[src/rtl/booth4_seq_mult_ctrl_if.sv]
// booth4_seq_mult_ctrl_if: operand/product valid-ready bundle for the sequential Booth-4 multiplier
interface booth4_seq_mult_ctrl_if #(parameter int WIDTH = 16);
  logic                   in_valid;
  logic                   in_ready;
  logic [WIDTH-1:0]       A;
  logic [WIDTH-1:0]       B;
  logic                   out_valid;
  logic                   out_ready;
  logic [2*WIDTH-1:0]     P;
  modport master(output in_valid, A, B, out_ready, input in_ready, out_valid, P);
  modport slave(input in_valid, A, B, out_ready, output in_ready, out_valid, P);
endinterface

[src/rtl/booth4_seq_mult_ctrl.sv]
// booth4_seq_mult_ctrl: sequential radix-4 Booth multiplier, one group per clock.
// Define BOOTH4_EARLY_TERM_EN to finish as soon as the remaining multiplier groups all decode to zero.
module booth4_seq_mult_ctrl #(
  parameter int WIDTH = 16,
  localparam int STEPS = WIDTH / 2,
  localparam int SW = $clog2(STEPS)
) (
  input  logic                 sys_clk,
  input  logic                 sys_rst,
  booth4_seq_mult_ctrl_if.slave bus,
  output logic                 busy,
  output logic [SW-1:0]        step_cnt
);
  typedef enum logic [1:0] {IDLE, CALC, DONE} state_t;
  state_t               state_q, state_d;
  logic [WIDTH-1:0]     a_q, a_d, b_q, b_d;
  logic [2*WIDTH-1:0]   acc_q, acc_d, p_q, p_d, pp_sh, acc_sum;
  logic [SW-1:0]        cnt_q, cnt_d;
  logic [2:0]           code;
  logic [WIDTH+1:0]     a1, a2, pp;
  logic                 fin;
  // Group i sees {B[2i+1],B[2i],B[2i-1]} with a zero appended below bit 0.
  always_comb begin
    code = 3'({b_q, 1'b0} >> {cnt_q, 1'b0});
    a1 = {{2{a_q[WIDTH-1]}}, a_q};
    a2 = {a_q[WIDTH-1], a_q, 1'b0};
    pp = (code == 3'b000 || code == 3'b111) ? '0 :
         code == 3'b011 ? a2 :
         code == 3'b100 ? -a2 :
         code[2] ? -a1 : a1;
    pp_sh = {{(WIDTH-2){pp[WIDTH+1]}}, pp} << {cnt_q, 1'b0};
    acc_sum = acc_q + pp_sh;
  end
`ifdef BOOTH4_EARLY_TERM_EN
  logic signed [WIDTH-1:0] hi;
  always_comb begin
    hi = $signed(b_q) >>> {cnt_q, 1'b1};
    fin = (cnt_q == SW'(STEPS-1)) || (hi == '0) || (&hi);
  end
`else
  assign fin = cnt_q == SW'(STEPS-1);
`endif
  always_comb begin
    state_d = state_q;
    a_d = a_q;
    b_d = b_q;
    acc_d = acc_q;
    cnt_d = cnt_q;
    p_d = p_q;
    case (state_q)
      IDLE: if (bus.in_valid) begin
        state_d = CALC;
        a_d = bus.A;
        b_d = bus.B;
        acc_d = '0;
        cnt_d = '0;
      end
      CALC: begin
        acc_d = acc_sum;
        if (fin) begin
          state_d = DONE;
          p_d = acc_sum;
        end else cnt_d = cnt_q + 1'b1;
      end
      DONE: if (bus.out_ready) state_d = IDLE;
      default: state_d = IDLE;
    endcase
  end
  always_ff @(posedge sys_clk) begin
    if (sys_rst) begin
      state_q <= IDLE;
      a_q <= '0;
      b_q <= '0;
      acc_q <= '0;
      cnt_q <= '0;
      p_q <= '0;
    end else begin
      state_q <= state_d;
      a_q <= a_d;
      b_q <= b_d;
      acc_q <= acc_d;
      cnt_q <= cnt_d;
      p_q <= p_d;
    end
  end
  assign bus.in_ready = state_q == IDLE;
  assign bus.out_valid = state_q == DONE;
  assign bus.P = p_q;
  assign busy = state_q != IDLE;
  assign step_cnt = cnt_q;
endmodule

[src/flat_wrapper.sv]
// flat-port wrapper written by rule: the top's interface ports become plain ports
module booth4_seq_mult_ctrl_flat 
#(
  parameter int WIDTH = 16,
  localparam int STEPS = WIDTH / 2,
  localparam int SW = $clog2(STEPS)
)
  (sys_clk, sys_rst, busy, step_cnt, bus_in_valid, bus_A, bus_B, bus_out_ready, bus_in_ready, bus_out_valid, bus_P);
  booth4_seq_mult_ctrl_if #(.WIDTH(WIDTH)) bus_i ();
  input  logic sys_clk;
  input  logic sys_rst;
  output logic busy;
  output logic [SW-1:0] step_cnt;
  input wire logic [$bits(bus_i.in_valid)-1:0] bus_in_valid;
  input wire logic [$bits(bus_i.A)-1:0] bus_A;
  input wire logic [$bits(bus_i.B)-1:0] bus_B;
  input wire logic [$bits(bus_i.out_ready)-1:0] bus_out_ready;
  output wire logic [$bits(bus_i.in_ready)-1:0] bus_in_ready;
  output wire logic [$bits(bus_i.out_valid)-1:0] bus_out_valid;
  output wire logic [$bits(bus_i.P)-1:0] bus_P;
  assign bus_i.in_valid = bus_in_valid;
  assign bus_i.A = bus_A;
  assign bus_i.B = bus_B;
  assign bus_i.out_ready = bus_out_ready;
  assign bus_in_ready = bus_i.in_ready;
  assign bus_out_valid = bus_i.out_valid;
  assign bus_P = bus_i.P;
  booth4_seq_mult_ctrl #(.WIDTH(WIDTH)) u_core (.sys_clk(sys_clk), .sys_rst(sys_rst), .bus(bus_i), .busy(busy), .step_cnt(step_cnt));
endmodule
[config.mk]
export PLATFORM = sky130hd
export DESIGN_NAME = booth4_seq_mult_ctrl_flat
export DESIGN_NICKNAME = d
export VERILOG_FILES = /design/src/rtl/booth4_seq_mult_ctrl_if.sv /design/src/rtl/booth4_seq_mult_ctrl.sv /design/src/flat_wrapper.sv
export SDC_FILE = /design/constraint.sdc
export NUM_CORES = 1
export LEC_CHECK = 0
export CAP_MARGIN = 10
export CORE_UTILIZATION = 51
export DETAILED_ROUTE_END_ITERATION = 16
export DONT_BUFFER_PORTS = 1
export PLACE_DENSITY = 0.69
export SLEW_MARGIN = 20
export SYNTH_ARGS = -nofsm -noshare
export SYNTH_HDL_FRONTEND = slang
export SYNTH_SLANG_ARGS = --single-unit
export TNS_END_PERCENT = 10
[constraint.sdc]
create_clock -name sys_clk -period 4.4 [get_ports sys_clk]
set_input_delay 0.66 -clock sys_clk [delete_from_list [all_inputs] [get_ports sys_clk]]
set_output_delay 0.66 -clock sys_clk [all_outputs]
set_load 0.02 [all_outputs]
Word level (Yosys, flattened, before mapping)
Index checks and enable logic that the tools add are counted.

operators by class
  add/subtract/negate cells = 4
  $mul = 0
  div/mod/pow operators = 0
  magnitude comparators = 0
  equal/unequal tests = 10
  shift operators = 2
  mux-type cells = 13
  bitwise gates (word level) = 0
  reductions and logical operators = 10

operators by type and width
  kind                                                              count
  18-bit two-way mux                                                4
  32-bit one-hot mux with 2 select lines                            1
  18-bit negator                                                    2
  32-bit adder                                                      1
  32-bit two-way mux                                                1
  32-bit by 4-bit << shifter with 32-bit output                     1
  17-bit by 4-bit right shift with 3-bit output                     1
  3-bit == test (second input constant)                             3
  2-bit two-way mux                                                 3
  3-bit two-way mux                                                 2
  2-bit != test (second input constant)                             3
  2-bit one-hot mux with 3 select lines                             1
  3-bit one-hot mux with 2 select lines                             1
  2-bit AND reduction                                               3
  3-bit AND reduction                                               2
  2-bit nonzero test                                                2
  3-bit by 1-bit adder with 3-bit output (second input constant)    1
  3-bit by 2-bit == test with 1-bit output (second input constant)  1
  3-bit logical NOT                                                 1
  2-bit by 1-bit == test with 1-bit output (second input constant)  1
  2-bit == test (second input constant)                             1
  2-bit logical NOT                                                 1
  2-bit by 1-bit != test with 1-bit output (second input constant)  1
  1-bit logical OR                                                  1

word-level totals
  flip-flop bits (word level) = 101
  latch bits = 0
  RAM bits = 0
  bits in read-only memories = 0
  bits of input ports = 36
  logic and storage cells = 45
  memories = 0

Logic depth before layout (Yosys ltp)
  depth after elaboration = 8
  mapped depth = 24

Worst setup path before layout
OpenSTA, ideal clock, no wires.

  path kind = flip-flop to flip-flop
  from = register u_core.cnt_q[1] (netlist: u_core.step_cnt[1])
  to = register u_core.p_q[23] (netlist: u_core.bus.P[23])
  library setup time = 0.086 ns
  arrival = 4.901 ns
  setup slack = -0.587 ns
  stages on the path, launching flop included = 23
  path buffers = 3
  cells stage by stage = dfxtp_1 -> buf_6 -> buf_2 -> mux4_2 -> mux2_2 -> clkbuf_1 -> nand2_1 -> o21ai_0 -> a22o_1 -> mux2i_1 -> nor2_1 -> a21oi_1 -> nor2_1 -> ha_1 -> and2_1 -> a221oi_1 -> nor4b_1 -> o31a_1 -> nor2_1 -> o21ai_0 -> o41ai_1 -> xor2_1 -> a211oi_1

on the way
  word-level cells in the longest chain between the ends = 7

ends and longest elaborated chain
  element                                              line                                                    text
  start: declaration                                   booth4_seq_mult_ctrl.sv:18                              logic [SW-1:0] cnt_q, cnt_d;
  start signal: assignment                             booth4_seq_mult_ctrl.sv:82                              cnt_q <= cnt_d;
  17-bit by 4-bit right shift with 3-bit output        booth4_seq_mult_ctrl.sv:24                              code = 3'({b_q, 1'b0} >> {cnt_q, 1'b0});
  3-bit == test or 18-bit two-way mux (tied branches)  booth4_seq_mult_ctrl.sv:29, booth4_seq_mult_ctrl.sv:30
  18-bit two-way mux                                   booth4_seq_mult_ctrl.sv:29                              code == 3'b100 ? -a2 :
  18-bit two-way mux                                   booth4_seq_mult_ctrl.sv:28                              code == 3'b011 ? a2 :
  18-bit two-way mux                                   booth4_seq_mult_ctrl.sv:27                              pp = (code == 3'b000 || code == 3'b111) ? '0 :
  32-bit by 4-bit << shifter with 32-bit output        booth4_seq_mult_ctrl.sv:31                              pp_sh = {{(WIDTH-2){pp[WIDTH+1]}}, pp} << {cnt_q, 1'b0};
  32-bit adder                                         booth4_seq_mult_ctrl.sv:32                              acc_sum = acc_q + pp_sh;
  end signal: assignment                               booth4_seq_mult_ctrl.sv:83                              p_q <= p_d;
  end: declaration                                     booth4_seq_mult_ctrl.sv:17                              logic [2*WIDTH-1:0] acc_q, acc_d, p_q, p_d, pp_sh, acc_sum;

Several ways; a longest one is shown, not always the timed one.
A chain may end at the register's enable or synchronous reset.

Worst setup path after layout
  from = register u_core.cnt_q[1] (netlist: u_core.step_cnt[1])
  to = register u_core.acc_q[31]

on the way
  word-level cells in the longest chain between the ends = 8

ends and longest elaborated chain
  element                                              line                                                    text
  17-bit by 4-bit right shift with 3-bit output        booth4_seq_mult_ctrl.sv:24
  3-bit == test or 18-bit two-way mux (tied branches)  booth4_seq_mult_ctrl.sv:29, booth4_seq_mult_ctrl.sv:30
  18-bit two-way mux                                   booth4_seq_mult_ctrl.sv:29
  18-bit two-way mux                                   booth4_seq_mult_ctrl.sv:28
  18-bit two-way mux                                   booth4_seq_mult_ctrl.sv:27
  32-bit by 4-bit << shifter with 32-bit output *      booth4_seq_mult_ctrl.sv:31
  32-bit adder *                                       booth4_seq_mult_ctrl.sv:32
  32-bit one-hot mux with 2 select lines *             booth4_seq_mult_ctrl.sv:50                              case (state_q)
  end signal: assignment                               booth4_seq_mult_ctrl.sv:74                              acc_q <= '0;
  end signal: assignment                               booth4_seq_mult_ctrl.sv:81                              acc_q <= acc_d;
  end: declaration                                     booth4_seq_mult_ctrl.sv:17

Mark *: on every way between the ends. The rest lies on a longest branch, timed or not.

==> results by stage <==
Status:
- The flow ran to the end, but the final reports show violations.
- The final reports fail on negative setup slack.

Synthesis:
- The dominant synthesized flop cell is sky130_fd_sc_hd__dfxtp_1.
- After synthesis the cells add up to 7313 sq um.
- The synthesized area divided by synthesized cell count is roughly 7.6 sq um.
- Among all cell types in the netlist, the one instantiated most often is sky130_fd_sc_hd__nand2_1.
- The synthesized net count is 1037.
- The number of warnings issued by yosys is 0.
- The area share of the largest cell type after synthesis is around 28%.
- The number of synthesized flops with an enable pin is 0.
- After synthesis, the cell types taking the most area are sky130_fd_sc_hd__dfxtp_1 28%, sky130_fd_sc_hd__nand2_1 8.7%, sky130_fd_sc_hd__a21oi_1 7.4%.
- By count the netlist is led by 169 x sky130_fd_sc_hd__nand2_1, 108 x sky130_fd_sc_hd__a21oi_1, 101 x sky130_fd_sc_hd__dfxtp_1, 83 x sky130_fd_sc_hd__nor2_1, 58 x sky130_fd_sc_hd__clkbuf_1.
- The number of distinct standard cells referenced by the synthesized netlist is 81.
- The async set-or-reset flop fraction in the synthesized netlist is 0%.
- The sequential cell area fraction in the yosys report is between 20% and 30%.
- The number of instances in the synthesized netlist is around 970.
- The cell type with the largest total area after synthesis is sky130_fd_sc_hd__dfxtp_1.
- The register bit total from synthesis is a little over 100.

Timing:
- The highest attainable clock frequency is 0.2000 GHz.
- Headroom to the max-slew limit came out at 33.33%.
- The final critical path takes up 113.7% of the cycle.
- After layout, the worst setup slack is -601.2 ps.
- For the pin with the worst max-slew slack, the measured transition is 997.7 ps.
- The count of pins over their slew limit was 0.
- The setup skew after layout is 8.719 ps.
- The smallest clock period supported by the final layout is computed as 5001 ps.
- The final setup violation count is 44.
- The count of endpoints failing hold in the final timing report is 0.
- Setup repair after global routing could not meet its margin everywhere.

Finish:
- The number of antenna cells inserted is 0.
- Measured on the finished design, the core utilization comes to roughly 74%.
- The proportion of layout cells with a drive suffix above 1 is a little over a third.
- The layout filler cell count is 1015.
- The number of nets at the end of the flow is 1232.
- The number of non-filler instances in the completed layout is 1346.
- From synthesis to final layout, the design area changed by 40.36%.

Clock tree:
- The number of buffers added by the clock tree synthesis step is 9.
- The clock tree from TritonCTS is done.
- The clock reaches the later pin of the worst-skew pair after 370 ps.
- The maximum level of the CTS H-tree is 3.
- The clock net in this run drives a total of approximately 100 sinks.
- The cts-stage hold buffer count is 0.
- The tree is rooted in a sky130_fd_sc_hd__clkbuf_16.
- Counting along the longest clock path gives a buffer depth of 2.
- Clock-pin slew was measured on the worst setup and hold paths at 80 ps.

Route:
- The first detailed-routing pass ran for 6 iterations.
- The first routing iteration left 607 violations.
- The number of vias after detailed routing is 8089.
- Using the TritonRoute via totals, the vias-per-cell ratio works out to between 6 and 7.
- The detail route stage leaves a number of antenna-violating nets equal to 0.
- The total length of routed wires is 23860 microns.
- For this run, design rule violations remaining after detail routing come to 0.
- The routed length per placed instance is ~18 microns.

Critical path:
- The most critical setup path has its startpoint at u_core.step_cnt[1].
- The type of the worst setup path is register to register.
- The endpoint of the worst setup timing path is u_core.acc_q[31].
- Measured in cells, the most critical reg-to-reg path has a length of 22.
- The startpoint identified for the worst register-to-register timing path is u_core.step_cnt[1].
- In this run the worst path has a maximum fanout of 6.
- The critical path data arrival time is 5250 ps.
- The startpoint class of the critical path is a register.
- The nature of the critical path endpoint is a register.
- The slack of the worst reg-to-reg path is -600 ps.
- The endpoint of the lowest-slack register-to-register path is u_core.acc_q[31].
- The worst path required time is between 4000 and 5000 ps.

Global routing:
- Entering global routing, the biggest net connects 89 pins.
- The via count of the first global-routing pass is between 7000 and 8000.
- The initial antenna violation count is 0.
- The overall overflow remaining after global route is 0.
- The first global-routing pass estimated 37250 microns of wire.
- In the global route stage, overall resource usage came out at 31.80%.

Floorplanning:
- For this configuration, the core starts out at a cell density of 52.48%.
- The die is roughly 120 microns tall.
- The width of the die is 121.8 microns.
- The core footprint is 13930 sq um.
- The die area is 14820 sq um.
- The I/O pin total is between 70 and 80.
- The number of placement rows is 43.

Run:
- The max-cap violation count is 0.

Power and ir drop:
- In this run the power spent charging and discharging nets is roughly 1 mW.
- The cell area power density is 281.1 nW/um^2.
- Cell internal power was estimated by the tool at 1.896 mW.
- The clock network burns 27.6% of the power.
- The total leakage power is 4.463 nW.
- The part of the power in registers is 33.5%.
- The total power draw is 2.885 mW.
- The net switching share of the total power is approximately a third.
- The worst IR drop on VDD is 0.0003292 V.
- The combinational power share is between 30% and 40%.

Place:
- The cell count after placement is ~1300.
- OpenSTA, run right after detailed placement, puts the worst setup slack at -816.6 ps.
- Buffers placed on the I/O ports in this run total 0.
- At the end of routability-driven placement, the weighted congestion stood at 0.9520.
- Summed over all nets, the half-perimeter wirelength after detailed placement is 16160 microns.

Worst hold path:
- The path class of the lowest-slack min-delay path is input pin to register.
-- how the worst min path moves through the flow --
stage,from,to,slack [ps],cells past startpoint
2_1_floorplan,u_core.acc_q[23],u_core.acc_q[23],430,2
6_report,sys_rst,u_core.bus.P[27],350,1
4_1_cts,sys_rst,u_core.bus.P[27],350,1
5_1_grt,sys_rst,u_core.bus.P[27],340,1
3_3_place_gp,u_core.b_q[6],u_core.b_q[6],440,2
3_5_place_dp,u_core.b_q[6],u_core.b_q[6],440,2
-- metal layers --
metal / vias up / part of all wire (%) / global-route usage (%)
li1: 3884 / - / -
met1: 3841 / 44 / 41.59
met2: 303 / 47 / 51.73
met3: 61 / 6.2 / 5.571
met4: 0 / 3.0 / 12.42
met5: - / 0 / 0
-- cell usage in the layout (no fill, tap or decap), types with 6 or more instances in the layout --
cell type,instances
sky130_fd_sc_hd__inv_1,18
sky130_fd_sc_hd__buf_6,13
sky130_fd_sc_hd__dfxtp_1,98
sky130_fd_sc_hd__a21o_1,14
sky130_fd_sc_hd__mux2i_1,25
sky130_fd_sc_hd__a22o_1,16
sky130_fd_sc_hd__nand2b_1,6
sky130_fd_sc_hd__nor3_1,14
sky130_fd_sc_hd__o21ai_2,9
sky130_fd_sc_hd__o31ai_1,8
sky130_fd_sc_hd__buf_4,238
sky130_fd_sc_hd__a21oi_1,92
sky130_fd_sc_hd__nand2_1,166
sky130_fd_sc_hd__xnor2_1,18
sky130_fd_sc_hd__a211oi_1,7
sky130_fd_sc_hd__a22oi_1,18
sky130_fd_sc_hd__nor2_2,8
sky130_fd_sc_hd__ha_1,28
sky130_fd_sc_hd__and3_1,7
sky130_fd_sc_hd__o21ai_1,9
sky130_fd_sc_hd__clkbuf_16,9
sky130_fd_sc_hd__a31oi_1,6
sky130_fd_sc_hd__mux2i_2,8
sky130_fd_sc_hd__a21oi_2,15
sky130_fd_sc_hd__nor2b_1,6
sky130_fd_sc_hd__nor2_1,74
sky130_fd_sc_hd__o21ai_0,16
sky130_fd_sc_hd__nand3_1,19
sky130_fd_sc_hd__xor2_1,8
sky130_fd_sc_hd__and2_1,10
-- per-stage QoR --
step | setup TNS (ps) | hold WS [ps] | area, sq um
floorplan | -4186 | 431.8 | 7412
global placement | -17940 | 440.0 | 8874
detailed placement | -21360 | 443.4 | 8874
CTS | -13030 | 349.6 | 9891
global route | -27790 | 343.1 | 10260
finish | -16920 | 354.4 | 10260
-- final cells by class --
class / count / area, sq um / share of cell area, %
clock inverters: 6 / 62.56 / 0.6095
well taps: 180 / 225.2 / 2.194
flip-flops and latches: 101 / 2028 / 19.76
repair buffers: 253 / 1968 / 19.17
multi-input cells: 776 / 5677 / 55.30
clock buffers: 10 / 229.0 / 2.231
inverters: 20 / 75.07 / 0.7314
-- power by group through the flow --
stage	Sequential, mW	Clock, mW	Combinational (mW)
6_report	0.967	0.796	1.12
5_1_grt	0.970	0.841	1.19
4_1_cts	0.966	0.806	1.02
3_5_place_dp	0.986	0	0.866
3_3_place_gp	0.986	0	0.858
2_1_floorplan	0.982	0	0.517
-- flip-flops by register name (all words and copies together) (netlist names) --
signal / count
u_core.state_q: 2
u_core.a_q: 16
u_core.b_q: 16
u_core.step_cnt: 3
u_core.bus.P: 32
u_core.acc_q: 32
-- logic make-up after synthesis --
logic type               Yosys count  synth area share (%)
XOR/XNOR                          36                 4.311
buffers and inverters             90                 4.927
AND/OR/NAND/NOR                  357                 21.73
multiplexers                      52                 8.349
flip-flops                       101                 27.65
adder cells (fa/ha/maj)           35                 6.091
AO/OA/AOI/OAI                    295                 26.95
-- critical path, stage by stage (launching register included) --
cell	delay [ps]
sky130_fd_sc_hd__dfxtp_4	380
sky130_fd_sc_hd__buf_6	120
sky130_fd_sc_hd__mux4_2	580
sky130_fd_sc_hd__and2_1	190
sky130_fd_sc_hd__buf_4	130
sky130_fd_sc_hd__nand3_1	90
sky130_fd_sc_hd__o31ai_1	130
sky130_fd_sc_hd__a41oi_1	250
sky130_fd_sc_hd__o22ai_1	140
sky130_fd_sc_hd__buf_4	160
sky130_fd_sc_hd__mux2_4	300
sky130_fd_sc_hd__mux2i_4	170
sky130_fd_sc_hd__mux2i_1	120
sky130_fd_sc_hd__ha_1	380
sky130_fd_sc_hd__a21oi_1	200
sky130_fd_sc_hd__o21ai_1	90
sky130_fd_sc_hd__a31o_4	210
sky130_fd_sc_hd__o31a_1	340
sky130_fd_sc_hd__o2111ai_2	240
sky130_fd_sc_hd__nand4_1	210
sky130_fd_sc_hd__nand3_1	170
sky130_fd_sc_hd__nor2b_1	140
sky130_fd_sc_hd__o211ai_1	100
-- repair_timing --
action / 4_1_cts / 5_1_grt
endpoints found under the setup margin: 46 / 52
gates cloned: 1 / 0
pin swaps: 64 / 28
buffers inserted: 40 / 9
gates resized for setup: 92 / 58
Power figures use the tool's default switching activity.
